### config.mk
export PLATFORM = sky130hd
export DESIGN_NAME = stream_framer
export DESIGN_NICKNAME = d
export VERILOG_FILES = /design/src/rtl/stream_framer_pkg.sv /design/src/rtl/stream_framer_skid_buffer.sv /design/src/rtl/stream_framer.sv
export SDC_FILE = /design/constraint.sdc
export NUM_CORES = 1
export LEC_CHECK = 0
export ABC_AREA = 1
export CAP_MARGIN = 5
export CORE_MARGIN = 2
export CORE_UTILIZATION = 29
export CTS_CLUSTER_SIZE = 30
export DETAILED_ROUTE_END_ITERATION = 10
export PLACE_DENSITY = 0.57
export SYNTH_ARGS = -nofsm -noshare
export SYNTH_HDL_FRONTEND = slang
export SYNTH_SLANG_ARGS = --single-unit
### constraint.sdc
create_clock -name clk -period 4.1 [get_ports clk]
set_clock_uncertainty 0.2 [all_clocks]
set_input_delay 0.615 -clock clk [delete_from_list [all_inputs] [get_ports clk]]
set_output_delay 0.615 -clock clk [all_outputs]
set_load 0.02 [all_outputs]
### src/rtl/stream_framer_pkg.sv
// -----------------------------------------------------------------------------
// stream_framer_pkg
// Shared types and helpers for the stream_framer block.
//   state_t   : framer FSM states (IDLE, ACTIVE, PAD)
//   cnt_width : width of the beat counter / frame_len port for a given
//               largest frame length (enough bits to hold max_frame itself)
// -----------------------------------------------------------------------------
package stream_framer_pkg;

  typedef enum logic [1:0] {
    IDLE   = 2'd0,
    ACTIVE = 2'd1,
    PAD    = 2'd2
  } state_t;

  function automatic int cnt_width(input int max_frame);
    return $clog2(max_frame + 1);
  endfunction

endpackage

### src/rtl/stream_framer_skid_buffer.sv
// -----------------------------------------------------------------------------
// axis_skid_buffer
// Two-entry registered AXI-Stream stage. The output register carries the
// current beat; the skid register catches the one beat that may arrive in
// the same cycle the sink stalls. Both s_ready and the output side come
// straight from flops, so there is no combinational path from m_ready back
// to s_ready, and a continuously ready sink sees one beat per cycle.
//
// Ports
//   clk, reset_n      : clock, synchronous active-low reset
//   s_data / s_valid  : upstream beat
//   s_ready           : upstream ready (registered, low during reset)
//   m_data / m_valid  : downstream beat (registered)
//   m_ready           : downstream ready
// -----------------------------------------------------------------------------
module axis_skid_buffer #(
  parameter int WIDTH = 34
) (
  input  logic             clk,
  input  logic             reset_n,
  input  logic [WIDTH-1:0] s_data,
  input  logic             s_valid,
  output logic             s_ready,
  output logic [WIDTH-1:0] m_data,
  output logic             m_valid,
  input  logic             m_ready
);

  logic [WIDTH-1:0] skid_data;
  logic             skid_valid;
  logic             s_fire;
  logic             out_free;
  logic             m_valid_next;
  logic             skid_valid_next;

  assign s_fire   = s_valid & s_ready;
  assign out_free = ~m_valid | m_ready;

  // s_ready tracks ~skid_valid, so an incoming beat never meets a full skid
  // register; when the output frees up it refills from skid first, else
  // directly from the upstream beat.
  always_comb begin
    // NOTE: every output of a combinational block gets a default first so no
    // path leaves it unassigned and no latch is inferred.
    m_valid_next    = m_valid;
    skid_valid_next = skid_valid;
    if (out_free) begin
      m_valid_next    = skid_valid | s_fire;
      skid_valid_next = 1'b0;
    end else if (s_fire) begin
      skid_valid_next = 1'b1;
    end
  end

  // NOTE: state is updated with non-blocking assignments so every flop
  // samples the pre-edge values regardless of statement order.
  always_ff @(posedge clk) begin
    if (!reset_n) begin
      // NOTE: the data registers are reset too, because the downstream data
      // bus must read zero during reset; they are two words, not a memory.
      m_valid    <= 1'b0;
      m_data     <= '0;
      skid_valid <= 1'b0;
      skid_data  <= '0;
      s_ready    <= 1'b0;
    end else begin
      m_valid    <= m_valid_next;
      skid_valid <= skid_valid_next;
      s_ready    <= ~skid_valid_next;
      if (out_free) begin
        if (skid_valid) begin
          m_data <= skid_data;
        end else if (s_fire) begin
          m_data <= s_data;
        end
      end else if (s_fire) begin
        skid_data <= s_data;
      end
    end
  end

endmodule

### src/rtl/stream_framer.sv
// -----------------------------------------------------------------------------
// stream_framer
// Cuts a continuous AXI-Stream into frames of a runtime-selected length,
// marking the first beat with tuser (SOF) and the last with tlast, and counts
// completed frames. The output passes through a registered two-entry skid
// buffer.
//
// Optional feature (macro STREAM_FRAMER_PAD_EN): a one-cycle flush pulse
// while a frame is open stops taking upstream beats and completes the frame
// with all-zero beats. Without the macro, flush is ignored.
//
// Ports
//   clk, reset_n                 : clock, synchronous active-low reset
//   frame_len                    : frame length in beats (0 = DEFAULT_LEN,
//                                  above MAX_FRAME = MAX_FRAME), sampled on
//                                  the first beat of each frame
//   s_axis_tdata/tvalid/tready   : upstream stream
//   m_axis_tdata/tvalid/tready   : downstream stream
//   m_axis_tlast / m_axis_tuser  : last / first beat of frame
//   frame_count                  : frames whose tlast beat left, wrapping
//   flush                        : close the current frame early (PAD_EN)
// -----------------------------------------------------------------------------
module stream_framer
  import stream_framer_pkg::*;
#(
  parameter int DATA_WIDTH  = 32,
  parameter int MAX_FRAME   = 65536,
  parameter int DEFAULT_LEN = 64
) (
  input  logic                              clk,
  input  logic                              reset_n,
  input  logic [cnt_width(MAX_FRAME)-1:0]   frame_len,
  input  logic [DATA_WIDTH-1:0]             s_axis_tdata,
  input  logic                              s_axis_tvalid,
  output logic                              s_axis_tready,
  output logic [DATA_WIDTH-1:0]             m_axis_tdata,
  output logic                              m_axis_tvalid,
  input  logic                              m_axis_tready,
  output logic                              m_axis_tlast,
  output logic                              m_axis_tuser,
  output logic [31:0]                       frame_count,
  input  logic                              flush
);

  localparam int                CNT_W   = cnt_width(MAX_FRAME);
  localparam int                SKID_W  = DATA_WIDTH + 2;
  localparam logic [CNT_W-1:0]  MAX_LEN = CNT_W'(MAX_FRAME);
  localparam logic [CNT_W-1:0]  DEF_LEN = CNT_W'(DEFAULT_LEN);

  state_t                  state;
  logic [CNT_W-1:0]        beat_cnt;
  logic [CNT_W-1:0]        len_q;
  logic [CNT_W-1:0]        len_eff;
  logic [CNT_W-1:0]        cur_len;
  logic                    is_first;
  logic                    is_last;
  logic                    in_pad;
  logic                    push;
  logic                    skid_in_valid;
  logic                    skid_in_ready;
  logic [DATA_WIDTH-1:0]   skid_in_data;
  logic [SKID_W-1:0]       skid_in;
  logic [SKID_W-1:0]       skid_out;

`ifdef STREAM_FRAMER_PAD_EN
  assign in_pad = (state == PAD);
`else
  assign in_pad = 1'b0;
  logic unused_flush;
  assign unused_flush = flush;
`endif

  // Length that a frame starting now would use, and the length governing the
  // beat being offered this cycle (live in IDLE, latched once a frame opens
  // so later frame_len changes cannot disturb it).
  always_comb begin
    if (frame_len == '0) begin
      len_eff = DEF_LEN;
    end else if (frame_len > MAX_LEN) begin
      len_eff = MAX_LEN;
    end else begin
      len_eff = frame_len;
    end
    cur_len = (state == IDLE) ? len_eff : len_q;
  end

  assign is_first = (beat_cnt == '0);
  assign is_last  = (beat_cnt == cur_len - CNT_W'(1));

  // While padding, the framer itself is the source: zero data, one beat per
  // free buffer slot, upstream held off.
  assign skid_in_valid = in_pad | s_axis_tvalid;
  assign skid_in_data  = in_pad ? '0 : s_axis_tdata;
  assign push          = skid_in_valid & skid_in_ready;
  assign s_axis_tready = skid_in_ready & ~in_pad;
  assign skid_in       = {is_first, is_last, skid_in_data};

  always_ff @(posedge clk) begin
    if (!reset_n) begin
      state    <= IDLE;
      beat_cnt <= '0;
      len_q    <= '0;
    end else begin
      if (push) begin
        if (is_last) begin
          beat_cnt <= '0;
          state    <= IDLE;
        end else begin
          beat_cnt <= beat_cnt + CNT_W'(1);
          if (state == IDLE) begin
            state <= ACTIVE;
            len_q <= len_eff;
`ifdef STREAM_FRAMER_PAD_EN
          end else if (state == ACTIVE && flush) begin
            // The coincident beat has already been counted above.
            state <= PAD;
`endif
          end
        end
`ifdef STREAM_FRAMER_PAD_EN
      end else if (state == ACTIVE && flush) begin
        state <= PAD;
`endif
      end
    end
  end

  always_ff @(posedge clk) begin
    if (!reset_n) begin
      frame_count <= '0;
    end else if (m_axis_tvalid && m_axis_tready && m_axis_tlast) begin
      frame_count <= frame_count + 32'd1;
    end
  end

  axis_skid_buffer #(
    .WIDTH (SKID_W)
  ) u_skid (
    .clk     (clk),
    .reset_n (reset_n),
    .s_data  (skid_in),
    .s_valid (skid_in_valid),
    .s_ready (skid_in_ready),
    .m_data  (skid_out),
    .m_valid (m_axis_tvalid),
    .m_ready (m_axis_tready)
  );

  assign {m_axis_tuser, m_axis_tlast, m_axis_tdata} = skid_out;

endmodule

==> results.py <==
metrics = {
    "global_route": {
        "grt_max_degree": 82,
        "antenna_found_initial": 0,
        "grt_usage_pct": 15.4,
        "grt-ovfl-total": 0,
        "grt_pass1_vias": 6427,
        "grt_pass1_wl_um": 32100,
    },
    "clock_tree": {
        "insertion_delay_ps": 420,
        "clkSinkCount": 138,
        "postCtsHoldBufs": 0,
        "post-cts-setup-buffers": 0,
        "post_cts_resized": 0,
        "cts_tree": "yes",
        "cts_root_buf": "clkbuf_16",
        "clk_pin_slew_ps": 60,
        "htree_levels": 4,
        "cts_buffer_depth": 2,
        "numCtsBuffers": 17,
    },
    "outcome": {
        "status": "finished, final reports clean",
    },
    "yosys": {
        "ys_types": 40,
        "synthTopCellsByArea": "dfxtp_1 40%, nand2_1 12%, nor2_1 7.4%",
        "yosysMostFrequentCell": "nand2_1",
        "syn_inst": 1009,
        "yosysTopAreaCell": "dfxtp_1",
        "synth_edf_count": 0,
        "avgSynthCellArea_sq_um": 6.89,
        "async_flop_share_pct": 0,
        "ys_ff_latch": 138,
        "yosysTopAreaCellShare_pct": 39.7,
        "synthFlopType": "dfxtp_1",
        "syn_area_sq_mm": 0.00696,
        "ys.warnings.count": 0,
        "synth_common_cells": "231 x nand2_1, 138 x dfxtp_1, 138 x nor2_1, 82 x inv_1, 78 x o21ai_0",
        "ys_seq_area_share_pct": 39.7,
        "syn_nets": 1067,
    },
    "setup_path": {
        "worstPathArrival_ps": 3560,
        "crit_chain": "clkdlybuf4s50_1 -> nor2_1 -> nand2_1 -> nor2_2 -> nand2_2 -> nand2_4 -> nand2_1 -> nand2_1 -> inv_2 -> ha_1 -> nand3_1 -> nor2_2 -> nand2_2 -> nor2_2 -> nand2_1 -> o21ai_1 -> nand3_1 -> nor2_1 -> nand2_4 -> buf_4 -> nand3b_1 -> a21oi_1",
        "ff2ff_path_depth": 17,
        "slowest_stage": "clkdlybuf4s50_1",
        "crit_family": "simple AND/OR/NAND/NOR gates",
        "critical_path_buf_inv_count": 3,
        "critPathLaunchType": "primary input",
        "worstSetupEndpointType": "register",
        "worst-path-max-fanout": 25,
        "crit_top_cell": "nand2_1",
        "cp.depth": 22,
        "required_ps": 4180,
        "cpPeakStageDelay_ps": 490,
        "worstSetupPathType": "in -> reg",
    },
    "timing": {
        "tightest_slew_ps": 762,
        "finalCriticalPeriod_ps": 3480,
        "finalSetupViolCount": 0,
        "fin_crit_sh_pct": 84.9,
        "hold-worst-slack_ps": 261,
        "fmax_mhz": 287,
        "fin_setup_tns_ps": 0,
        "hold_viol": 0,
        "finalMaxSlewViolations": 0,
        "rsz0062_at_grt": "false",
        "slew_headroom_pct": 49.2,
    },
    "floorplanning": {
        "die_area_sq_mm": 0.0252,
        "rows": 56,
        "die_h_um": 159,
        "initial_core_util_pct": 29.5,
        "pin_count": 122,
        "die_w_um": 159,
        "core_area_sq_mm": 0.0235,
    },
    "route": {
        "drc": 0,
        "drt_iter0_drc": 341,
        "wire_per_inst_um": 13.3,
        "via_per_inst": 4.64,
        "drt_pre_antenna_iters": 5,
        "ant_nets": 0,
        "num_vias": 6705,
        "wl_um": 19100,
    },
    "placed_design": {
        "gp_congestion": 0.820,
        "port_buffers": 120,
        "dpl.hpwl_um": 13000,
    },
    "run": {
        "max-cap-violations": 0,
    },
    "power_and_ir_drop": {
        "leakage_nw": 3.57,
        "irDropWorstVdd_v": 0.000273,
        "cellPowerDensity_mw_per_mm2": 384,
    },
    "final_layout": {
        "area_growth_syn_to_layout_pct": 30.6,
        "drive_gt1_share_pct": 8.80,
        "n_antenna_cell": 0,
        "final_nets": 1172,
    },
    "worst_hold_path": {
        "min_path_type": "reg -> reg",
        "whs_path_depth": 2,
    },
}
sequential cells by signal (all words and copies together), names as in the netlist:
| signal | count |
|---|---|
| len_q | 17 |
| beat_cnt | 17 |
| u_skid.skid_valid | 1 |
| u_skid.m_valid | 1 |
| state | 1 |
| frame_count | 32 |
| u_skid.m_data | 34 |
| u_skid.s_ready | 1 |
| u_skid.skid_data | 34 |
layer usage:
layer	routed length [um]	global-route usage [%]
met1	8850	19.4
met2	8680	25.1
met3	1470	5.43
met4	149	3.47
met5	0	0
cells by family after synthesis:
kind of cell / share of synthesized area [%]
fa+ha+maj: 0.719
mux: 0.144
xor+xnor: 4.51
simple gates: 32.2
buf+inv: 7.93
compound gates: 14.8
flops: 39.7
power breakdown:
group	total (mW)	switching (mW)	internal (mW)	leakage, nW
registers	1.40	0.0222	1.38	1.12
logic	0.399	0.232	0.168	2.13
clock network	1.69	0.595	1.09	0.313
layout make-up:
cell class                 count  area [sq um]
fill                        2525         14500
inverter                      87           327
clock buffer                  19           443
clock inverter                11           195
timing repair buffer         136          1320
tap                          319           399
multi-input combinational    734          3640
sequential                   138          2760
worst paths after layout:
kind,start,endpoint,slack [ps]
hold reg to reg,len_q[5],len_q[5],260
setup / recovery,frame_len[12],beat_cnt[12],620
hold / removal,len_q[5],len_q[5],260
setup reg to reg,state[0],beat_cnt[12],1060
worst reg2reg max path: cells and delay by family, from the launching register on:
kind | cells | cell delay [ps]
AO/OA/AOI/OAI | 2 | 190
flip-flops | 1 | 500
AND/OR/NAND/NOR | 12 | 1470
adder cells (fa/ha/maj) | 1 | 190
buffers and inverters | 2 | 330
cells in the final DEF, fill, tap and decap left out, types with 2 or more instances in the layout:
cell,instances
o21ai_1,2
nand3_1,60
nand4_1,11
a221oi_1,2
buf_4,16
nand2_2,14
nor3_1,15
nand3_2,5
clkinv_4,3
a21oi_1,54
a21oi_2,8
dfxtp_1,138
clkdlybuf4s50_1,119
bufinv_16,5
nand3b_1,10
clkinv_2,2
nor2_1,137
inv_2,5
o21ai_0,78
nor4_1,6
nor2_2,11
inv_1,81
clkbuf_16,17
xor2_1,34
nand2_4,4
o21a_1,4
ha_1,4
nand2_1,231
a31oi_1,32
nor3_2,2
per-stage QoR:
step	cells	setup WS (ps)	power [mW]	area, sq um	util, %
6_report	1444	621	3.49	9090	38.6
5_1_grt	1444	295	3.64	9090	38.6
4_1_cts	1444	621	3.54	9090	38.6
3_5_place_dp	1414	191	1.83	8450	35.9
3_3_place_gp	1414	187	1.83	8450	35.9
2_1_floorplan	1009	1030	1.66	6960	-
Power figures use the tool's default switching activity.
